`config.mk`:
```
export PLATFORM = sky130hd
export DESIGN_NAME = conv1_event_sched
export DESIGN_NICKNAME = d
export VERILOG_FILES = /design/src/rtl/conv1_event_sched.sv
export SDC_FILE = /design/constraint.sdc
export NUM_CORES = 1
export LEC_CHECK = 0
export CAP_MARGIN = 10
export CELL_PAD_IN_SITES_DETAIL_PLACEMENT = 1
export CELL_PAD_IN_SITES_GLOBAL_PLACEMENT = 1
export CORE_MARGIN = 2
export CORE_UTILIZATION = 30
export CTS_CLUSTER_DIAMETER = 80
export DETAILED_ROUTE_END_ITERATION = 6
export GPL_TIMING_DRIVEN = 0
export PLACE_DENSITY = 0.84
export RECOVER_POWER = 25
export SYNTH_ARGS = -nofsm -noshare
export SYNTH_HDL_FRONTEND = slang
export SYNTH_SLANG_ARGS = --single-unit
```
`constraint.sdc`:
```
create_clock -name clk -period 5.85 [get_ports clk]
set_clock_uncertainty 0.05 [all_clocks]
set_input_delay 0.585 -clock clk [delete_from_list [all_inputs] [get_ports clk]]
set_output_delay 0.585 -clock clk [all_outputs]
set_load 0.005 [all_outputs]
```
`src/rtl/conv1_event_sched.sv`:
```
// ---------------------------------------------------------------------------
// conv1_event_sched
//
// Arbitrates NUM_REQ event FIFOs onto the single conv1 weight-search port.
// Each delivered event walks ARB -> RD -> LAT -> OUT. A requester that keeps
// data may hold the path for up to BURST_MAX consecutive grants. After that,
// or as soon as it runs empty, the search goes round-robin starting at the
// requester after it. A frame opens on frame_start. frame_end only marks the
// frame as ending; the frame closes with a frame_done pulse once every FIFO
// has been drained.
//
// Ports
//   clk, rstn            clock (rising edge), async active-low reset
//   fifo_empty[k]        requester k has no data
//   fifo_r_en[k]         one-cycle read strobe, one-hot or zero
//   fifo_data            requester k word at [k*POS_W +: POS_W], one cycle
//                        after its read strobe
//   out_valid/out_ready  handshake towards the weight-search unit
//   out_data, out_src    granted event word and the requester it came from
//   frame_start/end      single-cycle frame control pulses
//   frame_done           single-cycle pulse when a frame has been drained
//   busy                 high whenever not idle
//   evt_count            events delivered in the current frame (saturating)
// ---------------------------------------------------------------------------
module conv1_event_sched #(
  parameter int NUM_REQ   = 4,
  parameter int POS_W     = 23,
  parameter int BURST_MAX = 8,
  localparam int SRC_W    = $clog2(NUM_REQ)
) (
  input  logic                     clk,
  input  logic                     rstn,
  input  logic [NUM_REQ-1:0]       fifo_empty,
  output logic [NUM_REQ-1:0]       fifo_r_en,
  input  logic [NUM_REQ*POS_W-1:0] fifo_data,
  output logic                     out_valid,
  input  logic                     out_ready,
  output logic [POS_W-1:0]         out_data,
  output logic [SRC_W-1:0]         out_src,
  input  logic                     frame_start,
  input  logic                     frame_end,
  output logic                     frame_done,
  output logic                     busy,
  output logic [15:0]              evt_count
);

  typedef enum logic [2:0] {
    IDLE,
    ARB,
    RD,
    LAT,
    OUT,
    DONE
  } state_t;

  state_t           state, state_nxt;
  logic [SRC_W-1:0] grant;
  logic [SRC_W-1:0] last;
  logic             has_last;
  logic [7:0]       burst_cnt;
  logic             end_pending;

  logic             lock;
  logic             rr_found;
  logic [SRC_W-1:0] rr_idx;
  logic [SRC_W-1:0] arb_idx;
  logic             grant_ok;

  // Requester that sits 'off' positions after 'base', wrapping at NUM_REQ.
  function automatic logic [SRC_W-1:0] wrap_add(input logic [SRC_W-1:0] base,
                                                input int off);
    int sum;
    sum = (int'(base) + off) % NUM_REQ;
    return SRC_W'(sum);
  endfunction

  // The current holder keeps the path only while it still has data and has
  // burst budget left. Once it runs empty the lock drops in the same cycle.
  assign lock = has_last && !fifo_empty[last] && (burst_cnt < 8'(BURST_MAX));

  // The round-robin search covers last+1 .. last+NUM_REQ. The final step
  // comes back to 'last' itself, so a requester whose burst is used up is
  // still served when it is the only one with data.
  // NOTE: every always_comb output gets a default before any branch so that
  // no path leaves it unassigned, which would infer a latch.
  always_comb begin
    rr_found = 1'b0;
    rr_idx   = last;
    for (int i = 1; i <= NUM_REQ; i++) begin
      if (!rr_found && !fifo_empty[wrap_add(last, i)]) begin
        rr_found = 1'b1;
        rr_idx   = wrap_add(last, i);
      end
    end
  end

  assign arb_idx  = lock ? last : rr_idx;
  assign grant_ok = lock || rr_found;

  // NOTE: sequential state uses non-blocking assignments only, so every
  // register samples pre-edge values no matter how the blocks are ordered.
  always_ff @(posedge clk or negedge rstn) begin
    if (!rstn) state <= IDLE;
    else       state <= state_nxt;
  end

  always_comb begin
    state_nxt = state;
    unique case (state)
      IDLE: if (frame_start) state_nxt = ARB;
      ARB: begin
        if (grant_ok)         state_nxt = RD;
        else if (end_pending) state_nxt = DONE;
      end
      RD:   state_nxt = LAT;
      LAT:  state_nxt = OUT;
      OUT:  if (out_ready) state_nxt = ARB;
      DONE: state_nxt = IDLE;
      default: state_nxt = IDLE;
    endcase
  end

  // Strobes decode straight from the state register. A reset therefore
  // clears them in the same cycle, and any captured event is dropped.
  always_comb begin
    fifo_r_en = '0;
    if (state == RD) fifo_r_en[grant] = 1'b1;
  end

  assign out_valid  = (state == OUT);
  assign frame_done = (state == DONE);
  assign busy       = (state != IDLE);

  always_ff @(posedge clk or negedge rstn) begin
    if (!rstn) begin
      grant       <= '0;
      last        <= SRC_W'(NUM_REQ - 1);
      has_last    <= 1'b0;
      burst_cnt   <= '0;
      end_pending <= 1'b0;
      out_data    <= '0;
      out_src     <= '0;
      evt_count   <= '0;
    end else begin
      if (state == IDLE && frame_start)    end_pending <= 1'b0;
      else if (state != IDLE && frame_end) end_pending <= 1'b1;

      if (state == ARB && grant_ok) begin
        grant <= arb_idx;
        if (has_last && arb_idx == last) begin
          // Saturating at BURST_MAX: any value at or above it means the
          // burst budget is used up.
          if (burst_cnt < 8'(BURST_MAX)) burst_cnt <= burst_cnt + 8'd1;
        end else begin
          burst_cnt <= 8'd1;
          last      <= arb_idx;
          has_last  <= 1'b1;
        end
      end

      // The FIFO word arrives one cycle after its read strobe, and that is
      // the cycle spent in LAT.
      if (state == LAT) begin
        out_data <= fifo_data[grant*POS_W +: POS_W];
        out_src  <= grant;
      end

      if (state == IDLE && frame_start) begin
        evt_count <= '0;
      end else if (state == OUT && out_ready && evt_count != 16'hFFFF) begin
        evt_count <= evt_count + 16'd1;
      end
    end
  end

endmodule

```
==> reports/results.env, run 1 <==
FMAX_MHz=317.4
VIAS_PER_CELL=5.048
PLACE_HPWL_MICRONS=8220
NUMBER_OF_RESIZED_INSTANCES_IN_THE_POST_CTS_REPAIR_STEP=0
CTS_BUFFER_COUNT=9
CLOCK_SINK_COUNT=58
GRT_PASS1_WL_MICRONS=15990
DIE_W_MICRONS=109.0
FIRST_PASS_ITERS=4
TOTALWIRELENGTH_MICRONS=10490
CLOCK_LATENCY_ON_THE_WORST_SKEW_PAIR_NS=0.34
NUMBER_OF_ENABLE_TYPE_REGISTER_CELLS_IN_THE_SYNTHESIZED_NETLIST=0
TOTAL_POWER_mW=2.087
CTS_HOLD_BUF=0
REMAINING_DRC_ERRORS=0
NETLIST_AREA_SQ_MM=0.003308
GRT_SETUP_UNREPAIRED='no'
R2R.WORST_PATH.CELLS=6
CTSLONGESTPATHBUFFERS=2
WORST_R2R_STARTPOINT='last[0]'
ASYNC_RESET_FF_SHARE_PCT=100.0
CTS_HTREE_LEVELS=3
HOLD_VIOL=0
EFFECTIVE_UTILIZATION_AT_FLOORPLAN_PCT=30.65
YS.WARNINGS.COUNT=0
SETUP.REG_TO_REG.WORST_SLACK_NS=3.56
SYN-MEAN-INSTANCE-AREA_SQ_UM=12.07
CP_SLOWEST_CELL='clkdlybuf4s50_1'
TOTALNEGATIVESETUPSLACK_NS=0
P_LEAK_nW=2.016
SYNTHFLOPTYPE='dfrtp_1'
CRIT_PATH_FREQUENT_CELL='clkbuf_1'
SYNTH_SEQ_AREA_SHARE_PCT=43.95
DIE_AREA_SQ_MM=0.01188
GR_UTIL_ALL_LAYERS_PCT=17.66
IR_DROP_uV=179.7
CORE-AREA_SQ_MM=0.01079
SYN-INSTANCE-COUNT=274
LAYOUT_COMMONEST_CELL='clkdlybuf4s50_1'
VIAS_IN_THE_FIRST_GLOBAL_ROUTE=3153
POSTCTSSETUPBUFFERS=0
NUMBER_OF_MAX_CAP_VIOLATIONS=1
ANTENNA_VIOLATIONS_BEFORE_REPAIR=0
WORST_SLEW_SLACK_AS_A_FRACTION_OF_ITS_LIMIT_PCT=-26.24
ROUTEDWLPERCELL_MICRONS=18.11
FINAL_MIN_PERIOD_OVER_CLOCK_PERIOD_PCT=53.86
WORSTHOLDENDPOINT='burst_cnt[4]'
PORTBUFFERS=148
WORST_SETUP_SP_TYPE='register'
STATUS='finished, violations left'
FINISH.NET_COUNT=537
WORST_MIN_DELAY_PATH_CLASS='reg -> reg'
YOSYSUNIQUECELLTYPES=48
FAILING_CHECKS='max-capacitance violations, max-slew violations'
TRITONCTS='done'
WORST-ENDPOINT-REQUIRED_NS=5.22
CP_CAPTURE_TYPE='output pin'
DETAIL_ROUTE.ITER0.VIOLATIONS=59
LAYOUT_CELLS_SIZED_ABOVE_1_PCT=17.54
PLACE_INST=563
FINALMAXSLEWVIOLATIONS=36
ANTENNA_VIOLATING_NETS_POST_ROUTE=0
IOPINCOUNT=149
DIE-HEIGHT_MICRONS=109.0
TIMING.CRITICAL_PATH.FANOUT_MAX=10
WORST_SETUP_HOLD_PATH_CLK_SLEW_NS=0.07
MIN_PERIOD_NS=3.151
POWER_PER_CELL_AREA_mW_PER_MM2=403.0
CRIT_ARRIVAL_NS=2.52
NUM_ROWS=38
POSTSYNTHNETCOUNT=377
GP_CONGESTION=0.7680
CLOCKROOTBUFFER='clkbuf_8'
LAYOUT-AREA-OVERHEAD-VS-SYNTH_PCT=56.54
HOLDCRITSTARTPOINT='burst_cnt[4]'
MAXIMUM_NUMBER_OF_PINS_ON_ONE_NET_BEFORE_GLOBAL_ROUTE_REPAIR=36
TIMING.SETUP.CRITICAL_PATH_CLASS='reg -> out'
FINAL_CELLS=579
SLEW_AT_THE_PIN_CLOSEST_TO_ITS_MAX_SLEW_LIMIT_NS=1.894
TIMING.RR.END='grant[0]'
GRT.OVERFLOW.TOTAL=0
SETUP_VIOL=0
ROUTED-VIA-COUNT=2923
N_ANTENNA_CELL=0
CPPEAKSTAGEDELAY_NS=0.56
SYNTH-SEQ-CELLS=58
MIN_DELAY_PATH_DEPTH=1
HIGHEST_COUNT_CELLS_IN_THE_LAYOUT_IGNORING_FILL_AND_TAPS='clkdlybuf4s50_1, dfrtp_1, mux2_2'
WORST_PATH_CELL_TRACE='clkbuf_1, clkbuf_1, nor4b_1, clkdlybuf4s50_1'
## registers in the layout (all words and copies together) (netlist names)
| signal | cells |
|---|---|
| grant | 2 |
| out_src | 2 |
| has_last | 1 |
| burst_cnt | 8 |
| state | 3 |
| last | 2 |
| evt_count | 16 |
| end_pending | 1 |
| out_data | 23 |
## Yosys cell counts (all sizes together), types with 3 or more instances
| master | count | share of area, % |
|---|---|---|
| a211oi | 4 | 0.91 |
| a21oi | 7 | 1.1 |
| and2 | 6 | 1.1 |
| buf | 4 | 0.79 |
| clkbuf | 11 | 1.3 |
| dfrtp | 56 | 42 |
| inv | 5 | 0.57 |
| mux2 | 28 | 9.8 |
| mux2i | 4 | 1.2 |
| mux4 | 24 | 16 |
| nand2 | 23 | 2.6 |
| nand2b | 4 | 0.76 |
| nand3 | 4 | 0.61 |
| nand3b | 3 | 0.68 |
| nand4 | 4 | 0.76 |
| nor2 | 22 | 2.5 |
| nor3 | 8 | 1.4 |
| nor3b | 4 | 0.91 |
| nor4b | 5 | 1.3 |
| o211ai | 3 | 0.68 |
| o21ai | 4 | 0.61 |
| o31ai | 3 | 0.83 |
| xnor2 | 10 | 2.6 |
## worst max-delay path: cells and delay by family, from the launching register on
kind	cells	cell delay, ns
AND/OR/NAND/NOR	1	0.30
buffers and inverters	3	1.52
flip-flops	1	0.35
## routing by layer
layer  vias to the layer above  GRT usage, %  share of wire [%]
met4                         0         6.044                1.0
met3                         8         5.140                9.2
met5                         -             0                  0
met1                      1469         19.68                 38
met2                       100         31.99                 52
li1                       1346             -                  -
## where the power goes
group	switching (mW)	leakage [nW]	internal, mW	total (mW)
logic	0.446	1.18	0.624	1.07
registers	0.0736	0.723	0.540	0.614
clock network	0.160	0.110	0.244	0.404
total	0.679	2.02	1.41	2.09
## cell type report
cell class              instances  area [sq um]
repair buffers                149          1479
clock inverters                 1         30.03
fillers                      1156          5614
clock buffers                  15         186.4
plain buffers                  15         68.82
inverters                       5         18.77
multi-input cells             196          1767
well taps                     140         175.2
flip-flops and latches         58          1454
## how the worst max path moves through the flow
stage | slack (ns) | from | to
finish | 2.70 | grant[1] | fifo_r_en[2]
global route | 2.31 | rstn | out_data[16]
CTS | 2.62 | grant[1] | fifo_r_en[2]
detailed placement | 3.00 | grant[1] | fifo_r_en[2]
global placement | 2.28 | rstn | out_data[11]
floorplan | 3.69 | last[0] | grant[0]
## per-stage QoR
step                hold WS [ns]  setup WS, ns  utilization [%]  instance area, sq um
global placement          0.4132         2.277            46.00                  4965
CTS                       0.2098         2.617            48.15                  5196
finish                    0.4460         2.699            47.98                  5179
global route              0.4727         2.310            47.98                  5179
detailed placement        0.4199         3.003            46.14                  4980
floorplan                 0.2394         3.689                -                  3308
## kinds of logic after synthesis
family | count (synthesis) | share of synthesized area, %
AO/OA/AOI/OAI | 33 | 7.035
buffers and inverters | 20 | 2.647
flip-flops | 58 | 43.95
multiplexers | 56 | 27.31
adder cells (fa/ha/maj) | 2 | 0.7563
AND/OR/NAND/NOR | 95 | 15.66
XOR/XNOR | 10 | 2.647
Note: power is estimated with default switching activity, not from simulation.
==> inputs of run 2 (changes only) <==
Clock period 5.85 ns to 3.2 ns, I/O delays scaled along.
==> reports/results.env, run 2 (synthesis gave the netlist of run 1 again) <==
POWER.SHARE.COMBINATIONAL_PCT=51.3
NUMBER_OF_MAX_CAP_VIOLATIONS=0
CLOCK_LATENCY_ON_THE_WORST_SKEW_PAIR_NS=0.34
REGISTERS.TOP_BY_FF_COUNT='out_data'
WORST_SLEW_SLACK_AS_A_FRACTION_OF_ITS_LIMIT_PCT=11.21
WORST_SETUP_SP_TYPE='register'
PLACE_HPWL_MICRONS=8220
CRIT_PATH_FREQUENT_CELL='clkbuf_1'
HOLD_VIOL=0
POWER_PER_CELL_AREA_mW_PER_MM2=734.9
FINISH.NET_COUNT=538
DIE_W_MICRONS=109.0
FINAL_CELLS=580
TOTALWIRELENGTH_MICRONS=10470
DESIGN_AREA_SQ_MM=0.005190
SLEW_AT_THE_PIN_CLOSEST_TO_ITS_MAX_SLEW_LIMIT_NS=1.332
REMAINING_DRC_ERRORS=0
VIAS_PER_CELL=5.036
WORST_SETUP_HOLD_PATH_CLK_SLEW_NS=0.07
DETAIL_ROUTE.ITER0.VIOLATIONS=63
GRT_PASS1_WL_MICRONS=15980
CTS_BUFFER_COUNT=9
FINAL_UTIL_PCT=48.09
SEQUENTIAL_CELL_AREA_SQ_MM=0.001454
TIMING.CRITICAL_PATH.FANOUT_MAX=10
CTS_HTREE_LEVELS=3
LARGEST_REGISTER_FFS=23
GRT.OVERFLOW.TOTAL=0
TOTAL_AREA_OF_MULTI_INPUT_COMBINATIONAL_CELLS_SQ_MM=0.001767
FIRST_PASS_ITERS=4
CORE-AREA_SQ_MM=0.01079
POSTLAYOUTSETUPSLACKWORST_NS=0.3398
CRIT_ARRIVAL_NS=2.49
N_ANTENNA_CELL=0
TIMING.SETUP.CRITICAL_PATH_CLASS='reg -> out'
PLACED_AREA_SQ_MM=0.004980
TOTAL_POWER_mW=3.814
ANTENNA_VIOLATIONS_BEFORE_REPAIR=0
LAYOUT-AREA-OVERHEAD-VS-SYNTH_PCT=56.88
WORST-ENDPOINT-REQUIRED_NS=2.83
CLOCK_SINK_COUNT=58
REG.LARGEST.LIST='out_data x23, evt_count x16, burst_cnt x8'
TOTAL_SWITCHING_POWER_mW=1.239
LAYOUT_COMMONEST_CELL='clkdlybuf4s50_1'
CP_CAPTURE_TYPE='output pin'
TRITONCTS='done'
MAXIMUM_NUMBER_OF_PINS_ON_ONE_NET_BEFORE_GLOBAL_ROUTE_REPAIR=36
IR_DROP_uV=327.6
IOPINCOUNT=149
P_LEAK_nW=2.024
SETUP_VIOL=0
NUM_ROWS=38
MIN_PERIOD_NS=2.860
EFFECTIVE_UTILIZATION_AT_FLOORPLAN_PCT=30.65
SEQUENTIAL_CELL_FRACTION_OF_TOTAL_POWER_PCT=29.4
POWER.SHARE.SWITCHING_PCT=32.50
P_INT_mW=2.575
DIE-HEIGHT_MICRONS=109.0
GR_UTIL_ALL_LAYERS_PCT=17.65
ROUTEDWLPERCELL_MICRONS=18.05
CPPEAKSTAGEDELAY_NS=0.56
R2R.WORST_PATH.CELLS=6
WORST_MIN_DELAY_PATH_CLASS='reg -> reg'
ANTENNA_VIOLATING_NETS_POST_ROUTE=0
HIGHEST_COUNT_CELLS_IN_THE_LAYOUT_IGNORING_FILL_AND_TAPS='clkdlybuf4s50_1, dfrtp_1, mux2_2'
WORST_PATH_CELL_TRACE='clkbuf_1, clkbuf_1, nor4b_1, clkdlybuf4s50_1'
STATUS='finished, final reports clean'
MIN_DELAY_PATH_DEPTH=1
FILLCELLCOUNT=1155
NUMBER_OF_RESIZED_INSTANCES_IN_THE_POST_CTS_REPAIR_STEP=0
ROUTED-VIA-COUNT=2921
PLACE_INST=563
CP_SLOWEST_CELL='clkdlybuf4s50_1'
CLOCK_POWER_SHARE_PCT=19.3
CTSLONGESTPATHBUFFERS=2
LAYOUT_CELLS_SIZED_ABOVE_1_PCT=17.73
FINALMAXSLEWVIOLATIONS=0
GP_CONGESTION=0.7680
VIAS_IN_THE_FIRST_GLOBAL_ROUTE=3149
FMAX_MHz=349.6
DIE_AREA_SQ_MM=0.01188
FINAL_MIN_PERIOD_OVER_CLOCK_PERIOD_PCT=89.38
DPL_WORST_SLACK_NS=0.6175
GRT_SETUP_UNREPAIRED='no'
CLOCKROOTBUFFER='clkbuf_8'
PORTBUFFERS=148
## run 2: metrics by stage
stage / hold slack [ns] / setup TNS (ns)
floorplan: -0.02559 / 0
global placement: 0.4132 / -5.799
detailed placement: 0.3194 / 0
CTS: 0.4394 / 0
global route: 0.4727 / 0
finish: 0.4460 / 0
## run 2: power by group through the flow
stage / Clock, mW / Sequential (mW) / Combinational [mW]
after floorplan: 0 / 1.13 / 1.14
after global placement: 0 / 1.12 / 1.91
after detailed placement: 0 / 1.14 / 1.98
after CTS: 0.763 / 1.13 / 1.99
after global routing: 0.792 / 1.15 / 2.13
final: 0.736 / 1.12 / 1.96
## run 2: area by class of cell
type | count | share of cell area (%)
well taps | 140 | 3.375
inverters | 5 | 0.3616
plain buffers | 15 | 1.326
flip-flops and latches | 58 | 28.01
clock inverters | 1 | 0.5786
multi-input cells | 196 | 34.04
clock buffers | 15 | 3.592
repair buffers | 150 | 28.71
## run 2: final timing paths
path | start | end | slack [ns]
max | grant[1] | fifo_r_en[2] | 0.34
min | burst_cnt[4] | burst_cnt[4] | 0.45
max reg2reg | last[0] | grant[0] | 0.92
min reg2reg | burst_cnt[4] | burst_cnt[4] | 0.45
max in group asynchronous | rstn | out_data[15] | 0.82
min in group asynchronous | rstn | burst_cnt[2] | 0.75
## run 2: repair_timing
item,4_1_cts,5_1_grt
hold buffers,1,0
setup buffers,0,0
endpoints found under the hold margin,23,0
## run 2: per-layer routing
metal	GRT usage, %	wire, microns	share of wire, %	up-vias
li1	-	-	-	1349
met5	0	0	0	-
met1	19.72	3979	38	1465
met4	6.044	88	0.84	0
met2	31.90	5435	52	101
met3	5.140	965	9.2	6
## run 2: worst max-delay path: cells and delay by family (launching register included)
family / cells / cell delay [ns]
buffers and inverters: 3 / 1.51
flip-flops: 1 / 0.35
AND/OR/NAND/NOR: 1 / 0.29
==> inputs of run 3 (changes only) <==
Settings changed: CORE_UTILIZATION 30 to 32, PLACE_DENSITY 0.84 to 0.88.
==> reports/results.env, run 3 (synthesis gave the netlist of run 1 again) <==
ROUTED-VIA-COUNT=2977
REGISTERS.TOP_BY_FF_COUNT='out_data'
CTSLONGESTPATHBUFFERS=2
TIMING.RR.END='grant[0]'
TIMING.SETUP.CRITICAL_PATH_CLASS='reg -> out'
CTS_HOLD_BUF=0
DETAIL_ROUTE.ITER0.VIOLATIONS=109
IOPINCOUNT=149
LAYOUT_COMMONEST_CELL='clkdlybuf4s50_1'
N_ANTENNA_CELL=0
DIE-HEIGHT_MICRONS=105.7
DIE_W_MICRONS=105.7
TOTALWIRELENGTH_MICRONS=11460
TRITONCTS='done'
GRT_PASS1_WL_MICRONS=17980
PORTBUFFERS=148
REMAINING_DRC_ERRORS=0
FMAX_MHz=351.0
PLACE_INST=559
DIE_AREA_SQ_MM=0.01117
POWER_PER_CELL_AREA_mW_PER_MM2=745.0
MIN_PERIOD_NS=2.849
WORST_SETUP_HOLD_PATH_CLK_SLEW_NS=0.07
FAILING_CHECKS='max-capacitance violations, max-slew violations'
FINALMAXSLEWVIOLATIONS=34
MIN_DELAY_PATH_DEPTH=1
WORST-ENDPOINT-REQUIRED_NS=2.83
HIGHEST_COUNT_CELLS_IN_THE_LAYOUT_IGNORING_FILL_AND_TAPS='clkdlybuf4s50_1, dfrtp_1, mux2_2'
R2R.WORST_PATH.CELLS=6
NUM_ROWS=37
HOLD_VIOL=0
FIRST_PASS_ITERS=4
ANTENNA_VIOLATIONS_BEFORE_REPAIR=0
WORST_SLEW_SLACK_AS_A_FRACTION_OF_ITS_LIMIT_PCT=-38.54
TOTAL_POWER_mW=3.865
TIMING.CRITICAL_PATH.FANOUT_MAX=11
CP_CAPTURE_TYPE='output pin'
WORST_SETUP_SP_TYPE='register'
NUMBER_OF_RESIZED_INSTANCES_IN_THE_POST_CTS_REPAIR_STEP=0
GRT.OVERFLOW.TOTAL=0
POSTCTSSETUPBUFFERS=0
CRIT_ARRIVAL_NS=2.48
IR_DROP_uV=264.2
FINISH.NET_COUNT=536
FINAL_CELLS=574
GP_CONGESTION=0.7722
WORSTHOLDENDPOINT='burst_cnt[4]'
ROUTEDWLPERCELL_MICRONS=19.97
LAYOUT_CELLS_SIZED_ABOVE_1_PCT=18.26
SETUP.REG_TO_REG.WORST_SLACK_NS=0.92
CTS_HTREE_LEVELS=3
WORST_R2R_STARTPOINT='last[0]'
HOLDCRITSTARTPOINT='burst_cnt[4]'
VIAS_IN_THE_FIRST_GLOBAL_ROUTE=3306
EFFECTIVE_UTILIZATION_AT_FLOORPLAN_PCT=32.48
FINAL_MIN_PERIOD_OVER_CLOCK_PERIOD_PCT=89.04
CLOCKROOTBUFFER='clkbuf_8'
SETUP_VIOL=0
REG.LARGEST.LIST='out_data x23, evt_count x16, burst_cnt x8'
CLOCK_SINK_COUNT=58
CTS_BUFFER_COUNT=9
CLOCK_LATENCY_ON_THE_WORST_SKEW_PAIR_NS=0.34
VIAS_PER_CELL=5.186
FINAL_UTIL_PCT=50.93
WORST_MIN_DELAY_PATH_CLASS='reg -> reg'
STATUS='finished, violations left'
GR_UTIL_ALL_LAYERS_PCT=20.82
GRT_SETUP_UNREPAIRED='no'
PLACE_HPWL_MICRONS=9079
LAYOUT-AREA-OVERHEAD-VS-SYNTH_PCT=56.81
SLEW_AT_THE_PIN_CLOSEST_TO_ITS_MAX_SLEW_LIMIT_NS=2.078
MAXIMUM_NUMBER_OF_PINS_ON_ONE_NET_BEFORE_GLOBAL_ROUTE_REPAIR=35
CORE-AREA_SQ_MM=0.01018
NUMBER_OF_MAX_CAP_VIOLATIONS=1
ANTENNA_VIOLATING_NETS_POST_ROUTE=0
P_LEAK_nW=2.019
LARGEST_REGISTER_FFS=23
## run 3: cell count changes in the layout (fill, tap and decap cells not counted)
cell           change
clkbuf_8           -4
clkbuf_1           -3
clkinv_2           +2
clkinvlp_4         +2
buf_12             +1
bufinv_16          +1
clkbuf_2           -1
clkinv_4           +1
dlygate4sd3_1      -1
## run 3: power by group
part | switching (mW) | internal, mW | total, mW
registers | 0.169 | 0.986 | 1.16
logic | 0.811 | 1.14 | 1.95
clock network | 0.321 | 0.437 | 0.757
## run 3: through the flow
step	TNS, ns	cell area [sq um]	hold WS [ns]	worst slack, ns
after global placement	-7.914	4960	0.4146	-0.1457
after detailed placement	0	4975	0.4201	0.5093
final	0	5187	0.4380	0.3507
after global routing	0	5187	0.4725	0.1517
after CTS	0	5192	0.05111	0.1089
after floorplan	0	3308	-0.02559	1.039
## run 3: metal layers
layer  track usage [%]  vias to the layer above  share of wire [%]
met1             24.84                     1523                 40
met4             6.955                        0                2.7
li1                  -                     1347                  -
met5                 0                        -                  0
met3             4.824                       19                4.4
met2             36.87                       88                 52
## run 3: area by class of cell
type / count / area [sq um]
buffer: 14 / 65.06
clock buffer: 9 / 123.9
clock inverter: 7 / 93.84
fill: 1093 / 4997
inverter: 5 / 18.77
multi-input combinational: 196 / 1767
sequential: 58 / 1454
tap: 136 / 170.2
timing repair buffer: 149 / 1495
## run 3: worst max path at each step
stage                     startpoint      endpoint  slack [ns]
after floorplan              last[0]      grant[0]        1.04
after global placement          rstn   out_data[8]       -0.15
after detailed placement    grant[1]  fifo_r_en[2]        0.51
after CTS                   grant[1]  fifo_r_en[2]        0.11
after global routing        grant[1]  fifo_r_en[2]        0.15
final                       grant[1]  fifo_r_en[2]        0.35
## run 3: critical path, stage by stage, from the launching register on
cell	delay, ns
dfrtp_1	0.66
clkbuf_1	0.47
nor4b_1	0.43
clkdlybuf4s50_1	0.59
==> patch 1: new RTL, settings of run 3 <==
`BURST_MAX`: 8 -> 4.
--- a/src/rtl/conv1_event_sched.sv
+++ b/src/rtl/conv1_event_sched.sv
@@ -25,7 +25,7 @@
 module conv1_event_sched #(
   parameter int NUM_REQ   = 4,
   parameter int POS_W     = 23,
-  parameter int BURST_MAX = 8,
+  parameter int BURST_MAX = 4,
   localparam int SRC_W    = $clog2(NUM_REQ)
 ) (
   input  logic                     clk,
Function: no difference found for any inputs over 4 cycles, from zero or initial values and one cycle with rstn low; that may be too few to reach the edited logic, so the function may still have changed.
==> patch 1 against run 3 <==
  * The flow still finishes with violations (max-capacitance violations, max-slew violations)
  * Worst setup slack improved by 0.088 ns
  * Via count fell by 1.7%
  * Final cell count rose by 0.35%
  * Total power fell by 4.8%
  * Non-clock buffer count rose by 2
  * Clock power fell by 7.3%
  * Design area rose by 0.58%
  * Sequential cell count did not move
  * Routed wire length fell by 4.6%
  * Utilization fell by 0.17 points
  * First-iteration DRC count fell by 17%
  * Synthesized area rose by 2.0%
  * Critical path type unchanged
  * Critical endpoint is now fifo_r_en[3]
  * Largest cell class unchanged
==> patch 1: results <==
outcome:
  status: "finished, violations left"
  violations: "max-capacitance violations, max-slew violations"
clocking:
  clk_pin_slew_ns: 0.06
  hold_buffers: 1
  cts_setup_buffers: 0
  cts_buffers: 9
finish:
  layout-drive-gt1-share_pct: 20.7
  nFillCells: 1116
  fin_nets: 538
run:
  max_cap_viol_count: 1
routing:
  vias: 2926
  met3_length_um: 794
  wl_met1_um: 4220
  postRouteWirelength_um: 10900
  top_layer: "met4"
  first_iter_violations: 91
  dr_wl_met2_um: 5710
critical_path:
  slowest_delay_ns: 0.52
  cp_max_fo: 10
  cpMaxStageDelayCell: "clkdlybuf4s50_1"
  arrival_ns: 2.39
yosys:
  yosys-mux-area-fraction_pct: 26.5
  synth_commonest_cells: "56 x dfrtp_1, 26 x mux2_2, 24 x mux4_2"
  synth-adder-area-share_pct: 0.742
  synth.distinct_cells: 57
  synth-compound-area-share_pct: 6.60
  synth-xor-area-share_pct: 3.12
  netlist_top_cells_area: "dfrtp_1 42%, mux4_2 16%, mux2_2 8.7%, nand2_1 2.4%, nor2_1 2.3%"
  seq_area_frac_synth_pct: 43.1
  async_flop_share_pct: 100
  syn-num-nets: 379
pwr:
  p_leak_nw: 2.08
  p_clk_mw: 0.702
  p_sw_mw: 1.23
  peakVddDrop_uv: 276
  comb_power_mw: 1.86
grt:
  track_usage_pct: 19.7
  antenna_found_initial: 0
  grt_pass1_wl_um: 17100
  grt_pass1_vias: 3184
  use_met1_pct: 22.7
  grtUsageMet2_pct: 34.8
  grt_max_degree: 32
  met3_usage_pct: 5.65
timing:
  slew_headroom_pct: -10.8
  slew_viol_final: 32
hold_path:
  min_path_type: "in2reg"
placed_design:
  gp_congestion: 0.806
  io_buffers: 146
  dp_hpwl_um: 8700
==> patch 1: cell types whose count changed in the layout (fill, tap and decap cells not counted), moves of 3 or more <==
cell / before / now
and2_1: 6 / 3
nor4b_1: 5 / 2
nor3_1: 7 / 4
xor2_1: 0 / 3
clkdlybuf4s50_1: 147 / 144
nand3_1: 4 / 7
nor2b_2: 0 / 5
==> patch 1: cell type report <==
| type | instances | area share, % |
|---|---|---|
| Multi-Input combinational cell | 194 | 34.7 |
| Timing Repair Buffer | 148 | 28.2 |
| Sequential cell | 58 | 27.9 |
| Tap cell | 136 | 3.26 |
| Clock buffer | 11 | 2.90 |
| Buffer | 17 | 1.63 |
| Clock inverter | 5 | 1.01 |
| Inverter | 7 | 0.504 |
==> patch 1: worst paths after layout <==
kind | start | end | slack (ns) | cells after the start
worst max-delay path | grant[1] | fifo_r_en[3] | 0.44 | 4
worst min-delay path | fifo_empty[1] | state[1] | 0.38 | 4
worst max register to register | grant[1] | out_data[10] | 1.07 | 4
worst min register to register | burst_cnt[4] | burst_cnt[4] | 0.43 | 1
max in group asynchronous | rstn | evt_count[10] | 0.68 | 3
min in group asynchronous | rstn | burst_cnt[3] | 0.90 | 2
==> patch 1: per-stage QoR <==
| stage | setup slack (ns) | hold slack (ns) | power, mW | area [µm²] | std cells |
|---|---|---|---|---|---|
| global placement | -0.0742 | 0.416 | 2.91 | 5000 | 558 |
| global route | 0.243 | 0.401 | 3.94 | 5220 | 576 |
| finish | 0.439 | 0.376 | 3.68 | 5220 | 576 |
| CTS | 0.391 | 0.361 | 3.74 | 5230 | 576 |
| detailed placement | 0.764 | 0.364 | 3.02 | 5020 | 559 |
| floorplan | 1.27 | -0.0256 | 2.17 | 3370 | 276 |
==> patch 2: new RTL, config.mk and constraints of run 3 <==
Made on the original files. Re-encode `state_t` (6 states) as one-hot, 6 bits wide.
--- a/src/rtl/conv1_event_sched.sv
+++ b/src/rtl/conv1_event_sched.sv
@@ -44,13 +44,13 @@
   output logic [15:0]              evt_count
 );
 
-  typedef enum logic [2:0] {
-    IDLE,
-    ARB,
-    RD,
-    LAT,
-    OUT,
-    DONE
+  typedef enum logic [5:0] {
+    IDLE = 6'b000001,
+    ARB  = 6'b000010,
+    RD   = 6'b000100,
+    LAT  = 6'b001000,
+    OUT  = 6'b010000,
+    DONE = 6'b100000
   } state_t;
 
   state_t           state, state_nxt;
Behaviour: no difference found for any inputs over 4 cycles, from zero or initial values and one cycle with rstn low; so few cycles prove little.
==> patch 2 against run 3 <==
  * The flow still finishes with violations (max-capacitance violations, max-slew violations)
  * Synthesized area up 7.3%
  * First-iteration DRC count up 34%
  * Clock power up 2%
  * Highest routed layer unchanged
  * Total power down 8.3%
  * Register-to-register slack better by 0.14 ns
  * Count of clock-buffer cells in the layout up 3
  * Largest cell class unchanged
  * Worst setup slack better by 0.090 ns
  * Design area up 4.5%
  * Sequential cell count up 3
  * Routed wire length down 2.5%
  * Fmax up 3.3%
==> patch 2: results <==
placed_design:
  dp_hpwl_um: 9060
  gp_congestion: 0.770
grt:
  track_usage_pct: 19.2
  grt_max_degree: 36
  grtUsageMet2_pct: 35.0
  met3_usage_pct: 7.41
yosys:
  syn-num-nets: 394
routing:
  wl_met1_um: 4140
  dr_wl_met2_um: 6020
  met3_length_um: 842
run:
  max_cap_viol_count: 1
outcome:
  violations: "max-capacitance violations, max-slew violations"
  status: "finished, violations left"
timing:
  slew_headroom_pct: -1.51
  slew_viol_final: 28
  whs_ns: 0.383
critical_path:
  arrival_ns: 2.39
  regToRegSetupSlack_ns: 1.06
  cp_max_fo: 10
  worstReg2RegEnd: "out_data[19]"
  timing.rr.start: "state[1]"
finish:
  fin_nets: 554
hold_path:
  min_path_type: "in2reg"
  hold_path_startpoint: "fifo_empty[3]"
pwr:
  p_clk_mw: 0.769
[patch 2: per-stage QoR]
| stage | cells | util (%) | worst slack, ns |
|---|---|---|---|
| final | 596 | 50.0 | 0.441 |
| after global routing | 596 | 50.0 | 0.208 |
| after CTS | 596 | 50.2 | 0.376 |
| after detailed placement | 579 | 48.1 | 0.756 |
| after global placement | 578 | 47.9 | -0.225 |
| after floorplan | 291 | - | 1.32 |
[patch 2: final cells by class]
type                            instances  area (µm²)
Timing Repair Buffer                  149        1480
Inverter                               10        37.5
Sequential cell                        61        1530
Multi-Input combinational cell        207        1920
Clock buffer                           12         145
Fill cell                            1150        5420
Buffer                                 13        60.1
Tap cell                              140         175
Clock inverter                          4        72.6
[patch 2: cell families after synthesis]
logic type	Yosys count	synth area share, %
AO/OA/AOI/OAI	43	8.92
XOR/XNOR	10	2.47
adder cells (fa/ha/maj)	2	0.705
buffers and inverters	23	2.75
flip-flops	61	43.1
multiplexers	53	24.4
AND/OR/NAND/NOR	99	17.7
[patch 2: critical path, cell delays in order, from the launching register on]
cell             delay [ns]
dfrtp_1                0.34
clkbuf_1               0.45
clkbuf_1               0.48
nor3b_1                0.24
clkdlybuf4s50_1        0.55
[patch 2: worst max path at each step]
stage / start / end / slack (ns) / cells after the start
floorplan: grant[0] / out_data[10] / 1.32 / 4
global placement: rstn / out_data[6] / -0.23 / 1
detailed placement: grant[1] / fifo_r_en[2] / 0.76 / 4
CTS: grant[1] / fifo_r_en[2] / 0.38 / 4
global route: rstn / burst_cnt[4] / 0.21 / 3
finish: grant[1] / fifo_r_en[2] / 0.44 / 4
[patch 2: repair_timing]
item                                   4_1_cts  5_1_grt
endpoints found under the hold margin       26        0
hold buffers                                 1        0
resized for setup                            0        0
